<file path="src/rtl/gen_reg_pkg.sv">
// Shared types and helpers for the gen_reg_array register file and its serial nibble loader.
package gen_reg_pkg;

    localparam int NIB_W = 4;

    typedef enum logic [1:0] {
        IDLE   = 2'd0,
        LOAD   = 2'd1,
        COMMIT = 2'd2
    } ser_state_t;

    // Number of nibble lanes in a register of the given width.
    function automatic int lane_count(input int data_w);
        return data_w / NIB_W;
    endfunction

endpackage

</file>
<file path="src/rtl/gen_reg_array_nibble_assembler.sv">
// Serial nibble loader: collects LANES nibbles LSB-first into a word, then emits one commit cycle.
module nibble_assembler
    import gen_reg_pkg::*;
#(
    parameter int DATA_W = 8,
    parameter int ADDR_W = 2,
    localparam int LANES = lane_count(DATA_W),
    localparam int CNT_W = (LANES > 1) ? $clog2(LANES) : 1
) (
    input  logic              clk,
    input  logic              reset,
    input  logic              ser_start,
    input  logic [ADDR_W-1:0] ser_addr,
    input  logic              ser_valid,
    input  logic [NIB_W-1:0]  ser_nib,
    output logic              ser_ready,
    output logic              ser_done,
    output logic              busy,
    output logic              commit,
    output logic [ADDR_W-1:0] commit_addr,
    output logic [DATA_W-1:0] commit_data
);

    localparam logic [CNT_W-1:0] LAST_LANE = CNT_W'(LANES - 1);

    ser_state_t        state;
    ser_state_t        next_state;
    logic [CNT_W-1:0]  count;
    logic [DATA_W-1:0] buffer;
    logic [ADDR_W-1:0] target;
    logic              accept;

    always_ff @(posedge clk or posedge reset) begin
        if (reset) begin
            state <= IDLE;
        end else begin
            state <= next_state;
        end
    end

    always_comb begin
        next_state = state;
        ser_ready  = 1'b0;
        busy       = 1'b0;
        commit     = 1'b0;
        accept     = 1'b0;
        case (state)
            IDLE: begin
                if (ser_start) begin
                    next_state = LOAD;
                end
            end
            LOAD: begin
                ser_ready = 1'b1;
                busy      = 1'b1;
                accept    = ser_valid;
                if (ser_valid && count == LAST_LANE) begin
                    next_state = COMMIT;
                end
            end
            COMMIT: begin
                busy       = 1'b1;
                commit     = 1'b1;
                next_state = IDLE;
            end
            default: begin
                next_state = IDLE;
            end
        endcase
    end

    // The buffer is complete on entry to COMMIT because the last nibble lands on that same edge.
    always_ff @(posedge clk or posedge reset) begin
        if (reset) begin
            count  <= '0;
            buffer <= '0;
            target <= '0;
        end else if (state == IDLE && ser_start) begin
            target <= ser_addr;
            count  <= '0;
        end else if (accept) begin
            buffer[count*NIB_W +: NIB_W] <= ser_nib;
            count                        <= count + 1'b1;
        end
    end

    assign ser_done    = commit;
    assign commit_addr = target;
    assign commit_data = buffer;

endmodule

</file>
<file path="src/rtl/gen_reg_array.sv">
// Register array with two combinational read ports, lane-masked parallel writes and a serial loader.
// Define GEN_REG_BYPASS_EN to let reads see the value being written in the same cycle.
module gen_reg_array
    import gen_reg_pkg::*;
#(
    parameter int DATA_W   = 8,
    parameter int NUM_REGS = 4,
    localparam int LANES   = lane_count(DATA_W),
    localparam int ADDR_W  = (NUM_REGS > 1) ? $clog2(NUM_REGS) : 1
) (
    input  logic              clk,
    input  logic              reset,
    input  logic              wr_en,
    input  logic [ADDR_W-1:0] wr_addr,
    input  logic [LANES-1:0]  wr_lane,
    input  logic [DATA_W-1:0] wr_data,
    input  logic              ser_start,
    input  logic [ADDR_W-1:0] ser_addr,
    input  logic              ser_valid,
    input  logic [NIB_W-1:0]  ser_nib,
    output logic              ser_ready,
    output logic              ser_done,
    input  logic [ADDR_W-1:0] rd_addr_a,
    input  logic [ADDR_W-1:0] rd_addr_b,
    output logic [DATA_W-1:0] rd_data_a,
    output logic [DATA_W-1:0] rd_data_b,
    output logic              busy
);

    localparam logic [ADDR_W:0] REG_LIMIT = (ADDR_W + 1)'(NUM_REGS);

    logic              commit;
    logic [ADDR_W-1:0] commit_addr;
    logic [DATA_W-1:0] commit_data;

    logic [DATA_W-1:0] regs      [NUM_REGS];
    logic [DATA_W-1:0] next_regs [NUM_REGS];
    logic [DATA_W-1:0] view      [NUM_REGS];

    nibble_assembler #(
        .DATA_W (DATA_W),
        .ADDR_W (ADDR_W)
    ) u_assembler (
        .clk         (clk),
        .reset       (reset),
        .ser_start   (ser_start),
        .ser_addr    (ser_addr),
        .ser_valid   (ser_valid),
        .ser_nib     (ser_nib),
        .ser_ready   (ser_ready),
        .ser_done    (ser_done),
        .busy        (busy),
        .commit      (commit),
        .commit_addr (commit_addr),
        .commit_data (commit_data)
    );

    // A commit replaces the whole word, so it silently wins over a parallel write to the same register.
    always_comb begin
        for (int r = 0; r < NUM_REGS; r++) begin
            next_regs[r] = regs[r];
            if (wr_en && wr_addr == ADDR_W'(r)) begin
                for (int l = 0; l < LANES; l++) begin
                    if (wr_lane[l]) begin
                        next_regs[r][l*NIB_W +: NIB_W] = wr_data[l*NIB_W +: NIB_W];
                    end
                end
            end
            if (commit && commit_addr == ADDR_W'(r)) begin
                next_regs[r] = commit_data;
            end
        end
    end

    always_ff @(posedge clk or posedge reset) begin
        if (reset) begin
            for (int r = 0; r < NUM_REGS; r++) begin
                regs[r] <= '0;
            end
        end else begin
            for (int r = 0; r < NUM_REGS; r++) begin
                regs[r] <= next_regs[r];
            end
        end
    end

`ifdef GEN_REG_BYPASS_EN
    assign view = next_regs;
`else
    assign view = regs;
`endif

    always_comb begin
        rd_data_a = '0;
        rd_data_b = '0;
        if ({1'b0, rd_addr_a} < REG_LIMIT) begin
            rd_data_a = view[rd_addr_a];
        end
        if ({1'b0, rd_addr_b} < REG_LIMIT) begin
            rd_data_b = view[rd_addr_b];
        end
    end

endmodule

</file>
<file path="config.mk">
export PLATFORM = sky130hd
export DESIGN_NAME = gen_reg_array
export DESIGN_NICKNAME = d
export VERILOG_FILES = /design/src/rtl/gen_reg_pkg.sv /design/src/rtl/gen_reg_array_nibble_assembler.sv /design/src/rtl/gen_reg_array.sv
export SDC_FILE = /design/constraint.sdc
export NUM_CORES = 1
export LEC_CHECK = 0
export CAP_MARGIN = 20
export CORE_ASPECT_RATIO = 0.75
export CORE_MARGIN = 3
export CORE_UTILIZATION = 56
export DETAILED_ROUTE_END_ITERATION = 10
export PLACE_DENSITY_LB_ADDON = 0.05
export SYNTH_ARGS = -nofsm -noshare
export SYNTH_HDL_FRONTEND = slang
export SYNTH_SLANG_ARGS = --single-unit
</file>
<file path="constraint.sdc">
create_clock -name clk -period 2.7 [get_ports clk]
set_input_delay 0.675 -clock clk [delete_from_list [all_inputs] [get_ports clk]]
set_output_delay 0.675 -clock clk [all_outputs]
set_load 0.01 [all_outputs]
</file>
# Word level (Yosys, flattened, before mapping)
# Index checks and enable logic that the tools add are counted.
[classes] reduce_logical=37 eq_ne=10 order_cmp=2 add_sub_neg=2 bitwise=3 muxes=26 shift=2
[ops] cell="8-bit two-way mux" count=12
[ops] cell="3-bit negation with 34-bit output" count=1
[ops] cell="4-bit by 34-bit variable shift with 8-bit output, first input constant" count=1
[ops] cell="4-bit by 34-bit variable part select with 8-bit output" count=1
[ops] cell="8-bit binary-select mux with 2-bit select" count=2
[ops] cell="2-bit nonzero test" count=13
[ops] cell="2-bit AND reduction" count=10
[ops] cell="2-bit == test, second input constant" count=5
[ops] cell="1-bit logical AND" count=10
[ops] cell="8-bit bitwise mux" count=1
[ops] cell="4-bit two-way mux" count=2
[ops] cell="2-bit by 1-bit == test with 1-bit output, second input constant" count=3
[ops] cell="3-bit greater-or-equal comparator, second input constant" count=2
[ops] cell="2-bit zero test" count=3
[ops] cell="1-bit two-way mux" count=6
[ops] cell="2-bit NOT with 3-bit output" count=2
[ops] cell="2-bit two-way mux" count=2
[ops] cell="2-bit one-hot mux with 2 select lines" count=1
[ops] cell="2-bit by 1-bit != test with 1-bit output, second input constant" count=1
[ops] cell="2-bit != test, second input constant" count=1
[ops] cell="2-bit OR reduction" count=1
[ops] cell="1-bit adder, second input constant" count=1
[ops] cell="1-bit NOT" count=1
[totals] regBits=45 output_inout_bits=19 in_bits=27

# Logic depth before layout (Yosys ltp)
# Gate-level depths: netlist of the first run.
[depth] depth_word=5 depth_mapped=7

# Cells and area by module
# Synthesis of the first run repeated with hierarchy kept, for this count alone.
[hier_totals] hier_cells=215 area_unflattened_um2=2544.9
[by_module_without_submodules] mod="gen_reg_array" seq_area_each_um2=800.8 cells_each=172 n_inst=1 area_each_um2=1941.9
[by_module_without_submodules] mod="nibble_assembler" seq_area_each_um2=325.3 cells_each=43 n_inst=1 area_each_um2=603.1

# Least setup slack after synthesis of the first run
# OpenSTA, ideal clock, no wires.
[synth_path] path_type="input -> output" start="input port rd_addr_a[0]" end="output port rd_data_a[0]" path_buffers=1 setup_slack_ps=562 arrival_ps=1463 path_stages=2 required_time_ps=2025 path_cell_list="buf_2 -> mux4_2"
[synth_between] elab_chain_len=4
[synth_lines] element="start, declared" line="gen_reg_array.sv:23" source="input logic [ADDR_W-1:0] rd_addr_a,"
[synth_lines] element="2-bit NOT with 3-bit output (not written as such)" line="gen_reg_array.sv:97" source="rd_data_a = view[rd_addr_a];"
[synth_lines] element="8-bit binary-select mux with 2-bit select" line="gen_reg_array.sv:97"
[synth_lines] element="8-bit two-way mux (not written as such) (2 in series)" line="gen_reg_array.sv:97"
[synth_lines] element="end, declared" line="gen_reg_array.sv:25" source="output logic [DATA_W-1:0] rd_data_a,"
# Every way passes these cells. The select of a mux whose other input is x is not followed.

# Final worst setup path of the first run
[layout_path] start="input port rd_addr_b[1]" end="output port rd_data_b[5]"
[layout_between] elab_chain_len=4
[layout_lines] element="start, declared" line="gen_reg_array.sv:24" source="input logic [ADDR_W-1:0] rd_addr_b,"
[layout_lines] element="2-bit NOT with 3-bit output (not written as such)" line="gen_reg_array.sv:100" source="rd_data_b = view[rd_addr_b];"
[layout_lines] element="8-bit binary-select mux with 2-bit select" line="gen_reg_array.sv:100"
[layout_lines] element="8-bit two-way mux (not written as such) (2 in series)" line="gen_reg_array.sv:100"
[layout_lines] element="end, declared" line="gen_reg_array.sv:26" source="output logic [DATA_W-1:0] rd_data_b,"
# Every way passes these cells. The select of a mux whose other input is x is not followed.

==> results of run 1 <==
## metrics by stage
step	util, %	instance area [um2]
after floorplan	-	2527
after global placement	72.56	3050
after detailed placement	72.56	3050
after CTS	74.40	3128
after global routing	74.40	3128
final	74.40	3128
## metal layers
metal,vias to the layer above,GRT usage [%],wire length (um)
met5,-,0,0
met4,0,5.823,41
met3,6,5.026,336
met2,65,39.78,2909
met1,978,32.06,2685
li1,874,-,-
## flip-flops by register name, indices dropped and copies added (netlist names)
| register | count |
|---|---|
| regs | 32 |
| u_assembler.commit_data | 8 |
| u_assembler.count | 1 |
| u_assembler.state | 2 |
| u_assembler.commit_addr | 2 |
## cell type report
| class | instances | area share [%] |
|---|---|---|
| sequential | 45 | 36.00 |
| inverter | 3 | 0.3600 |
| timing repair buffer | 52 | 16.48 |
| clock inverter | 3 | 0.6800 |
| multi-input combinational | 150 | 42.08 |
| tap | 55 | 2.200 |
| clock buffer | 5 | 2.200 |
## power by group
group	total, uW	internal (uW)	switching (uW)
combinational	1280	739	539
sequential	1330	1020	315
clock	419	184	235
## Yosys cell counts
library cell   n  area [um2]
xor2_1         1       8.760
nor3b_2        1       12.51
and3_1         1       6.260
mux2i_1       32       320.3
and4bb_1       2       25.02
buf_2          8       40.04
ha_1           5       62.56
or3b_1         1       8.760
nor2b_1        1       6.260
mux4_2        16       360.4
buf_4          1       7.510
nand4_1        3       18.77
clkbuf_2       3       15.01
buf_1          2       7.510
a21oi_1       26       130.1
nand2_1       11       41.29
mux2_2        12       135.1
nand3b_1       2       15.01
nor2_1        24       90.09
inv_1          3       11.26
nand4b_1       4       35.03
dfrtp_1       45        1126
o21ai_0        8       40.04
clkbuf_1       1       3.750
## path summary, 6_finish.rpt
| check | startpoint | endpoint | slack [ns] | cells past startpoint |
|---|---|---|---|---|
| min in group asynchronous | reset | regs[12] | 0.84 | 3 |
| max in group asynchronous | reset | regs[1] | 1.49 | 3 |
| max | rd_addr_b[1] | rd_data_b[5] | 0.1 | 4 |
| min | u_assembler.state[1] | u_assembler.state[1] | 0.56 | 1 |
| min reg2reg | u_assembler.state[1] | u_assembler.state[1] | 0.56 | 1 |
| max reg2reg | u_assembler.state[0] | regs[30] | 0.84 | 5 |
## worst max-delay path, cell delays in order
cell	delay, ns
clkdlybuf4s50_1	0.50
buf_4	0.16
mux4_2	0.29
dlygate4sd2_1	0.30
## kinds of logic (layout without fill, tap and decap cells)
family / Yosys count / in the layout / share of synthesized area [%]
AND/OR/NAND/NOR: 50 / 50 / 10.25
AO/OA/AOI/OAI: 34 / 34 / 6.733
adder cells (fa/ha/maj): 5 / 5 / 2.475
buffers and inverters: 18 / 63 / 3.366
flip-flops: 45 / 45 / 44.55
multiplexers: 60 / 60 / 32.28
XOR/XNOR: 1 / 1 / 0.3466
## what timing repair did
item | in CTS | in global routing
setup endpoints to repair | 16 | 0
hold buffers | 0 | 0
setup buffers | 0 | 0
gates resized for setup | 26 | 0
==> key figures, run 1 <==
Final layout
  – Area of the multi-input gates: 0.001316 mm2
  – Register area: 0.001126 mm2
  – Most common cell after layout, fill and taps aside: dfrtp_1
  – Fin cells: 313
  – Filler cell count: 307
  – N_diodes: 0
  – Most frequent cells in the layout: 45 x dfrtp_1, 32 x mux2i_1, 27 x clkdlybuf4s50_1, 26 x a21oi_1, 24 x nor2_1
  – Final nets: 289
  – Area grow syn2layout: 23.76%
  – Layout cells sized above 1: 17.44%

Global routing
  – First-pass GRT wire length: 9.984 mm
  – Largest net degree at the start of global routing: 46
  – Vias in the first global route: 1973
  – Grt ovf: 0
  – Initial antenna violation count: 0
  – GRT Util Overall: 23.78%

Drt
  – Initial DRC Count: 109
  – Routed wire length: 5.973 mm
  – Routed Antenna Nets: 0
  – First-pass DRT Iterations: 4
  – DRC viols: 0
  – DR vias/cell: 6.144
  – Total number of vias: 1923
  – DR WL/cell: 19.08 um

Logic synthesis
  – Cell variety after synth: 24
  – Mapped Cells: 213
  – Yosys warns: 0
  – Syn avg cell area: 11.87 um2
  – #FFs+latches synth: 45
  – Mapped Area: 0.002527 mm2
  – Share of the yosys chip area belonging to registers: 44.55%
  – Syn Nets: 245

Clock network
  – Clk sinks: 45
  – CTS buffer count: 5
  – Clock tree buffer depth: 2
  – Clock-pin slew on the worst setup and hold paths: 0.08 ns
  – CTS tree: done
  – Clk root buf: clkbuf_8
  – CTS H-tree depth: 2
  – Clock latency on the worst-skew pair: 0.30 ns

Worst setup path
  – Worst setup EP type: primary output
  – Critical path class: input pin to primary output
  – WP data required: 2.03 ns
  – WP data arrival: 1.93 ns
  – Startpoint types: input pin
  – Critical path fanouts, max: 4

Floorplanning
  – Initial core utilization: 60.12%
  – Die area: 0.005364 mm2
  – Boundary Pins: 46
  – Num rows: 20
  – DIE WIDTH: 83.58 um
  – Die H: 64.18 um
  – Core area: 0.004204 mm2

Power and ir drop
  – Peak supply drop: 0.6991 mV
  – Cell Pwr Density: 967.8 mW/mm2
  – Final Power: 3027 uW
  – Leakage power: 0.001411 uW

Timing
  – Final slew viol count: 0
  – Final hold vios: 0
  – Setup TNS: 0 ns
  – Setup slack after layout: 0.09917 ns
  – Hold Slack: 0.5589 ns
  – Clock Skew: 0.007992 ns
  – Fin crit share: 96.33%
  – Fin crit period: 2.601 ns
  – Final setup violating endpoints: 0
  – Fmax: 384.5 MHz
  – Worst slew margin: 50.27%
  – Worst-Margin Slew: 0.7437 ns
  – RSZ-0062 raised after global routing: no

Placement
  – Post-placement cell count: 305
  – Half-perimeter wire length after placement: 4.413 mm
  – GP Congestion: 0.8593
  – Worst slack at placement: -0.3345 ns
  – Port Buffers: 45

Worst hold path
  – Hold Path Class: register to register

Outcome
  – Status: complete, no violations

Flow run
  – Total of max-cap violations: 0
(Power assumes the default switching activity.)
==> run 2, diff against run 1 <==
--- a/config.mk
+++ b/config.mk
@@ -10,7 +10,8 @@
 export CORE_MARGIN = 3
 export CORE_UTILIZATION = 56
 export DETAILED_ROUTE_END_ITERATION = 10
-export PLACE_DENSITY_LB_ADDON = 0.05
+export GPL_TIMING_DRIVEN = 0
+export PLACE_DENSITY_LB_ADDON = 0.15
 export SYNTH_ARGS = -nofsm -noshare
 export SYNTH_HDL_FRONTEND = slang
 export SYNTH_SLANG_ARGS = --single-unit
==> run 2 against run 1 <==
Compared with the run above:
- setup slack got worse by 0.058 ns
- die area unchanged
- clock power increased by 46%
- critical path depth decreased by 1
- combinational power increased by 5%
- utilization increased by 0.21 points
- sequential share of layout area decreased by 0.10 points
- largest cell class unchanged
- largest power group is now combinational logic
==> key figures, run 2 (same netlist as run 1, synthesis figures left out) <==
Drt
  – Total number of vias: 1910 (-0.68%)
  – DRC viols: 0 (unchanged)
  – DR WL/cell: 18.63 um (-2.4%)
  – Routed Antenna Nets: 0 (unchanged)
  – Routed wire length: 5.867 mm (-1.8%)
  – First-pass DRT Iterations: 4 (unchanged)
  – DR vias/cell: 6.063 (-1.3%)
  – Initial DRC Count: 105 (-3.7%)

Floorplanning
  – DIE WIDTH: 83.58 um (unchanged)
  – Initial core utilization: 60.12% (unchanged)
  – Boundary Pins: 46 (unchanged)
  – Num rows: 20 (unchanged)
  – Die area: 0.005364 mm2 (unchanged)
  – Core area: 0.004204 mm2 (unchanged)
  – Die H: 64.18 um (unchanged)

Power and ir drop
  – Peak supply drop: 0.8062 mV (+15%)
  – Cell Pwr Density: 1047 mW/mm2 (+8.2%)
  – Leakage power: 0.001410 uW (about the same)

Timing
  – Final hold vios: 0 (unchanged)
  – Worst-Margin Slew: 0.5504 ns (-0.1933 ns)
  – Hold Slack: 0.5558 ns (-0.003145 ns)
  – Final setup violating endpoints: 0 (unchanged)
  – Fin crit period: 2.659 ns (+0.05847 ns)
  – Fin crit share: 98.49% (+2.2 points)
  – Fmax: 376.0 MHz (-2.2%)
  – Final slew viol count: 0 (unchanged)
  – Clock Skew: 0.002844 ns (-0.005148 ns)
  – Worst slew margin: 63.30% (+13 points)
  – RSZ-0062 raised after global routing: no

Final layout
  – Post-Layout Inst Area: 0.003137 mm2 (+0.28%)
  – Register area: 0.001126 mm2 (unchanged)
  – Area grow syn2layout: 24.11%
  – Reg with most FFs: regs
  – Final nets: 291 (+0.69%)
  – Filler cell count: 293 (-4.6%)
  – Most frequent cells in the layout: 45 x dfrtp_1, 38 x clkdlybuf4s50_1, 32 x mux2i_1, 26 x a21oi_1, 24 x nor2_1
  – Max reg flops: 32 (unchanged)
  – Most common cell after layout, fill and taps aside: dfrtp_1
  – Layout cells sized above 1: 20.00% (+2.6 points)
  – N_diodes: 0 (unchanged)
  – Area of the multi-input gates: 0.001316 mm2 (unchanged)

Worst setup path
  – Startpoint types: input pin
  – Cell count of the worst reg-to-reg path: 6 (+1)
  – Critical path fanouts, max: 8 (+4)
  – Worst reg2reg setup slack: 0.85 ns (about the same)
  – WP data required: 2.03 ns (about the same)
  – Critical path class: input pin to primary output
  – Worst setup EP type: primary output
  – R2r startpoint: u_assembler.state[0]
  – WP data arrival: 1.98 ns (+0.05 ns)
  – RR Endpoint: regs[5]

Placement
  – GP Congestion: 0.8047 (-6.4%)
  – Half-perimeter wire length after placement: 4.158 mm (-5.8%)
  – Port Buffers: 38 (-16%)
  – Placed instance area: 0.002997 mm2 (-1.8%)

Global routing
  – Largest net degree at the start of global routing: 36 (-22%)
  – Grt ovf: 0 (unchanged)
  – Vias in the first global route: 1901 (-3.6%)
  – GRT Util Overall: 23.83% (+0.043 points)
  – Initial antenna violation count: 0 (unchanged)
  – First-pass GRT wire length: 9.701 mm (-2.8%)

Clock network
  – Clk sinks: 45 (unchanged)
  – CTS buffer count: 5 (unchanged)
  – Hold buffers post-CTS: 0 (unchanged)
  – Clock-pin slew on the worst setup and hold paths: 0.08 ns (about the same)
  – Clock latency on the worst-skew pair: 0.31 ns (about the same)
  – Clk root buf: clkbuf_8
  – Clock tree buffer depth: 2 (unchanged)
  – Setup bufs post-CTS: 0 (unchanged)
  – CTS H-tree depth: 2 (unchanged)
  – CTS tree: done

Worst hold path
  – Hold Path Class: register to register
  – HP Start: u_assembler.state[1]
  – Hold Path Stages: 1 (unchanged)
  – Hold EP: u_assembler.state[1]

Outcome
  – Status: complete, no violations

Flow run
  – Total of max-cap violations: 0 (unchanged)
[run 2: area by class of cell]
class	count	share of cell area [%]
Sequential cell	45	35.90
Inverter	3	0.3590
Tap cell	55	2.194
Clock inverter	3	2.074
Multi-Input combinational cell	150	41.96
Timing Repair Buffer	39	12.76
Buffer	15	2.553
Clock buffer	5	2.194
[run 2: where the power goes]
group	switching (uW)	total (uW)	internal, uW
clock	244	611	368
combinational	528	1350	818
sequential	311	1330	1020
total	1080	3280	2200
[run 2: worst max-delay path by stage]
stage,start,end,slack [ns],cells after the start
3_5_place_dp,rd_addr_b[0],rd_data_b[6],-0.004,3
2_1_floorplan,rd_addr_a[0],rd_data_a[0],0.56,2
3_3_place_gp,rd_addr_b[0],rd_data_b[6],0.001,3
4_1_cts,rd_addr_a[0],rd_data_a[2],0.004,3
6_report,rd_addr_a[1],rd_data_a[2],0.04,3
5_1_grt,rd_addr_a[1],rd_data_a[6],0.0005,3
[run 2: layer usage]
metal,global-route usage (%),part of all wire [%]
met1,31.24,43
met2,38.29,48
met3,5.284,6.4
met4,10.64,2.1
met5,0,0
[run 2: stage by stage]
| step | total power [uW] | setup WS (ns) | std cells | utilization [%] | TNS, ns |
|---|---|---|---|---|---|
| after global placement | 2618 | 0.001482 | 306 | 70.80 | 0 |
| after floorplan | 2107 | 0.5616 | 213 | - | 0 |
| after global routing | 3494 | 0.0005360 | 315 | 74.61 | 0 |
| final | 3285 | 0.04070 | 315 | 74.61 | 0 |
| after detailed placement | 2677 | -0.004231 | 307 | 71.28 | -0.004231 |
| after CTS | 3290 | 0.003566 | 315 | 74.52 | 0 |
[run 2: critical path, cell delays in order]
cell             delay (ns)
buf_1                  0.42
mux4_2                 0.40
clkdlybuf4s50_1        0.49
[run 2: what timing repair did]
action / 4_1_cts / 5_1_grt
resized for setup: 1 / 2
endpoints found under the setup margin: 1 / 9
cloned: 0 / 0
